## src/rtl/wb_exc_ctrl.sv

```systemverilog
// Writeback-stage exception/interrupt commit controller with a flush/redirect handshake toward fetch.
// Optional feature macro: WB_EXC_INT_EN enables interrupt sampling and the INT priority level.
module wb_exc_ctrl #(
  parameter int unsigned PC_W = 32
) (
  input  logic            clk,
  input  logic            resetn,
  input  logic            wb_valid,
  input  logic [PC_W-1:0] wb_pc,
  input  logic [4:0]      wb_exc_flags,
  input  logic            wb_ertn,
  input  logic [PC_W-1:0] wb_vaddr,
  input  logic [12:0]     csr_estat_is,
  input  logic [12:0]     csr_ecfg_lie,
  input  logic            csr_crmd_ie,
  input  logic [PC_W-1:0] csr_era_pc,
  input  logic [PC_W-1:0] csr_eentry,
  output logic            wb_ex,
  output logic [5:0]      wb_ecode,
  output logic [7:0]      wb_esubcode,
  output logic            wb_ex_ale,
  output logic [PC_W-1:0] wb_ex_ale_addr,
  output logic            wb_ertn_flush,
  output logic            wb_allowin,
  output logic            flush_valid,
  output logic [PC_W-1:0] flush_pc,
  input  logic            flush_ready
);

  localparam logic [0:0] S_IDLE  = 1'b0;
  localparam logic [0:0] S_FLUSH = 1'b1;

  localparam logic [5:0] ECODE_INT  = 6'h00;
  localparam logic [5:0] ECODE_ADEF = 6'h08;
  localparam logic [5:0] ECODE_ALE  = 6'h09;
  localparam logic [5:0] ECODE_SYS  = 6'h0B;
  localparam logic [5:0] ECODE_BRK  = 6'h0C;
  localparam logic [5:0] ECODE_INE  = 6'h0D;

  logic [0:0] state;
  logic       int_pend_q;
  logic       is_idle;
  logic       commit_ex;
  logic       commit_ertn;
  logic       flag_adef;
  logic       flag_ine;
  logic       flag_sys;
  logic       flag_brk;
  logic       flag_ale;
  logic       unused_bits;

  assign flag_adef = wb_exc_flags[4];
  assign flag_ine  = wb_exc_flags[3];
  assign flag_sys  = wb_exc_flags[2];
  assign flag_brk  = wb_exc_flags[1];
  assign flag_ale  = wb_exc_flags[0];

`ifdef WB_EXC_INT_EN
  always_ff @(posedge clk or negedge resetn) begin
    if (!resetn) begin
      int_pend_q <= 1'b0;
    end else begin
      int_pend_q <= csr_crmd_ie & (|(csr_estat_is & csr_ecfg_lie));
    end
  end

  assign unused_bits = ^wb_pc;
`else
  assign int_pend_q  = 1'b0;
  assign unused_bits = ^{wb_pc, csr_estat_is, csr_ecfg_lie, csr_crmd_ie};
`endif

  assign is_idle     = (state == S_IDLE);
  assign commit_ex   = is_idle & wb_valid & (int_pend_q | (|wb_exc_flags));
  assign commit_ertn = is_idle & wb_valid & wb_ertn & ~commit_ex;

  // Cause selection; all codes stay zero unless an exception actually commits.
  always_comb begin
    wb_ecode    = '0;
    wb_esubcode = '0;
    wb_ex_ale   = 1'b0;
    if (commit_ex) begin
      if (int_pend_q) begin
        wb_ecode = ECODE_INT;
      end else if (flag_adef) begin
        wb_ecode = ECODE_ADEF;
      end else if (flag_ine) begin
        wb_ecode = ECODE_INE;
      end else if (flag_sys) begin
        wb_ecode = ECODE_SYS;
      end else if (flag_brk) begin
        wb_ecode = ECODE_BRK;
      end else if (flag_ale) begin
        wb_ecode  = ECODE_ALE;
        wb_ex_ale = 1'b1;
      end
    end
  end

  assign wb_ex          = commit_ex;
  assign wb_ertn_flush  = commit_ertn;
  assign wb_ex_ale_addr = wb_vaddr;
  assign wb_allowin     = is_idle;

  // Target is captured from the CSR values seen before the commit edge updates them.
  always_ff @(posedge clk or negedge resetn) begin
    if (!resetn) begin
      state       <= S_IDLE;
      flush_valid <= 1'b0;
      flush_pc    <= '0;
    end else begin
      case (state)
        S_IDLE: begin
          if (commit_ex || commit_ertn) begin
            state       <= S_FLUSH;
            flush_valid <= 1'b1;
            flush_pc    <= commit_ex ? csr_eentry : csr_era_pc;
          end
        end
        S_FLUSH: begin
          if (flush_valid && flush_ready) begin
            state       <= S_IDLE;
            flush_valid <= 1'b0;
          end
        end
        default: begin
          state       <= S_IDLE;
          flush_valid <= 1'b0;
        end
      endcase
    end
  end

endmodule

```

## config.mk

```make
export PLATFORM = sky130hd
export DESIGN_NAME = wb_exc_ctrl
export DESIGN_NICKNAME = d
export VERILOG_FILES = /design/src/rtl/wb_exc_ctrl.sv
export SDC_FILE = /design/constraint.sdc
export NUM_CORES = 1
export LEC_CHECK = 0
export ABC_AREA = 1
export BUFFER_PORTS_ARGS = -buffer_cell sky130_fd_sc_hd__buf_2
export CORE_AREA = 4 4 94 96
export DETAILED_ROUTE_END_ITERATION = 10
export DIE_AREA = 0 0 98 100
export GPL_ROUTABILITY_DRIVEN = 0
export GPL_TIMING_DRIVEN = 0
export PLACE_DENSITY = 0.69
export RECOVER_POWER = 25
export SLEW_MARGIN = 40
export SYNTH_ARGS = -nofsm -noshare
export SYNTH_HDL_FRONTEND = slang
export SYNTH_SLANG_ARGS = --single-unit
```

## constraint.sdc

```tcl
create_clock -name clk -period 1.1 [get_ports clk]
set_input_delay 0.055 -clock clk [delete_from_list [all_inputs] [get_ports clk]]
set_output_delay 0.055 -clock clk [all_outputs]
set_load 0.05 [all_outputs]
```

==> flow_metrics.py <==
metrics = {
    "outcome": {
        "status": "finished, violations left",
        "violations": "negative setup slack",
    },
    "timing": {
        "setup_slack_ns": -0.367,
        "worst_slew_pin_slew_ns": 0.610,
        "final_max_slew_viol_count": 0,
        "period_share_pct": 133,
        "holdWs_ns": 0.0207,
        "max_clock_freq_ghz": 0.682,
        "rsz0062_at_grt": "yes",
        "fin_crit_ns": 1.47,
        "hold_viol_final": 0,
        "maxSlewHeadroom_pct": 59.5,
        "fin_skew_ns": 0.00418,
        "finalSetupViolCount": 41,
    },
    "power": {
        "ir_worst_vdd_uv": 1130,
        "power_leakage_nw": 2.34,
        "power_density_mw_per_mm2": 2180,
    },
    "floorplanning": {
        "die_w_um": 98,
        "start_util_pct": 26.8,
        "ioPinCount": 248,
        "rows": 33,
        "die_y_um": 100,
        "die_area_mm2": 0.00980,
        "core_mm2": 0.00805,
    },
    "synthesis": {
        "ys_warn_count": 0,
        "synth_area_per_cell_um2": 8.66,
        "ys_seq_area_share_pct": 39.5,
        "synth.most_common_cell": "nand3_1",
        "synth_edf_count": 0,
        "synth_commonest_cells": "nand3_1, buf_4, dfrtp_1",
        "synthCells": 249,
        "synth_cell_types": 25,
        "syn_area_mm2": 0.00216,
        "synthArstFlopShare_pct": 100,
        "yosys_most_used_dff": "dfrtp_1",
        "yosysTopAreaCell": "dfrtp_1",
        "synth_top_area_share_pct": 39.5,
        "synth.area.top_cells": "dfrtp_1, nand3_1, buf_4, nand3_2, nand2_1",
        "ys_seq_elements": 34,
    },
    "place": {
        "dp_hpwl_um": 5350,
        "port_buffers": 146,
    },
    "critical_path": {
        "end_kind": "output port",
        "critPathRequiredTime_ns": 1.04,
        "cp.arrival_ns": 1.41,
        "path_class": "reg2out",
        "worst-path-max-fanout": 5,
        "cp-start-kind": "flip-flop",
    },
    "clock_network": {
        "cts.htree.levels": 2,
        "clk_pin_slew_worst_paths_ns": 0.07,
        "cts_made_buffers": 5,
        "clock_latency_ns": 0.28,
        "root_buffer": "clkbuf_8",
        "cts_tree": "built",
        "cts_buffer_depth": 2,
        "cts.sinks": 34,
    },
    "route": {
        "viasPerCell": 4.59,
        "drc_errors": 0,
        "first_iter_violations": 50,
        "drtAntennaViolNets": 0,
        "avgRoutedWirePerCell_um": 15.3,
        "wl_um": 8780,
        "vias": 2632,
        "firstDrtPassIters": 4,
    },
    "global_route": {
        "grt_util_all_layers_pct": 15.5,
        "grt_first_pass_wirelength_um": 12400,
        "antenna_found_initial": 0,
        "grt_pass1_vias": 2631,
        "grt_max_degree": 35,
        "gr-total-overflow": 0,
    },
    "layout": {
        "antenna_cells": 0,
        "syn_to_final_growth_pct": 100,
        "final_nets": 633,
        "fillers": 722,
        "drive_gt1_share_pct": 64.8,
        "fin_util_pct": 53.6,
        "multi_input_area_mm2": 0.00125,
        "seq_area_um2": 851,
    },
    "hold_path": {
        "holdCritPathClass": "in2reg",
    },
    "job": {
        "drv_cap": 0,
    },
}
[routing by layer]
layer	GRT usage, %	part of all wire (%)	up-vias
met1	16.6	36	1245
met5	0	0	-
li1	-	-	1225
met3	3.96	7.6	14
met2	30.1	55	148
met4	4.15	1.5	0
[report_power, final]
group          internal (mW)  switching [mW]  total [mW]
Clock                  0.505           0.462       0.967
Sequential              1.85           0.422        2.27
Combinational           2.06            4.11        6.18
Total                   4.42            5.00        9.41
[cell families (layout without fill, tap and decap cells)]
kind of cell,after synthesis,after routing,share of synthesized area (%)
AND/OR/NAND/NOR,144,144,37.8
buffers and inverters,67,278,21.8
flip-flops,34,34,39.5
AO/OA/AOI/OAI,3,3,0.812
other,1,10,0.174
[cells in the final DEF, fill, tap and decap left out, types with 5 or more instances in the layout]
cell type | synthesis | routed
buf_12 | 2 | 9
buf_2 | 5 | 115
buf_4 | 45 | 59
buf_6 | 1 | 7
buf_8 | 0 | 7
clkbuf_1 | 4 | 26
clkbuf_16 | 0 | 5
clkbuf_8 | 0 | 6
conb_1 | 1 | 10
dfrtp_1 | 34 | 34
dlygate4sd3_1 | 0 | 33
nand2_1 | 33 | 9
nand2_2 | 2 | 11
nand2_4 | 1 | 14
nand3_1 | 77 | 42
nand3_2 | 20 | 55
[flip-flops by register name, summed over array words and instances (netlist names)]
| name | count |
|---|---|
| flush_pc | 32 |
| flush_valid | 1 |
| state | 1 |
[area by class of cell]
cell class | count | area share, %
buffer | 55 | 10.8
clock buffer | 7 | 2.00
clock inverter | 1 | 0.116
inverter | 9 | 1.31
multi-input combinational | 157 | 28.9
sequential | 34 | 19.7
tap | 105 | 3.05
timing repair buffer | 206 | 34.1
[what timing repair did]
item | CTS | global route
hold buffers | 32 | 1
pin swaps | 2 | 29
gates cloned | 0 | 5
setup buffers | 10 | 13
hold endpoints to repair | 65 | 1
resized for setup | 27 | 103
setup endpoints to repair | 41 | 42
[through the flow]
stage	setup slack [ns]	power (mW)	TNS, ns	instances	instance area, um2
3_5_place_dp	-0.363	7.33	-10.22	509	3140
3_3_place_gp	-0.362	7.26	-9.39	509	3140
2_1_floorplan	-0.343	6.09	-8.06	258	2280
4_1_cts	-0.381	8.72	-11.32	559	3730
6_report	-0.367	9.41	-10.16	574	4310
5_1_grt	-0.439	9.87	-12.23	574	4310
[worst max-delay path, stage by stage (launching register included)]
cell and delay [ns]:
dfrtp_1 0.41, inv_4 0.09, nand2_8 0.07, clkinv_8 0.07, nand2_4 0.05, buf_8 0.14, nor3_4 0.12, buf_6 0.18
[final timing paths]
path | startpoint | end | slack, ns | depth (start not counted)
hold / removal | csr_eentry[13] | flush_pc[13]$_DFFE_PN0P_ | 0.02 | 3
setup reg to reg | state$_DFF_PN0_ | flush_pc[22]$_DFFE_PN0P_ | -0.27 | 9
hold reg to reg | flush_pc[3]$_DFFE_PN0P_ | flush_pc[3]$_DFFE_PN0P_ | 0.51 | 2
setup / recovery | state$_DFF_PN0_ | wb_ecode[2] | -0.37 | 7
max in group asynchronous | resetn | flush_pc[25]$_DFFE_PN0P_ | 0.52 | 2
min in group asynchronous | resetn | flush_pc[6]$_DFFE_PN0P_ | 0.27 | 2
(Power assumes the default switching activity.)
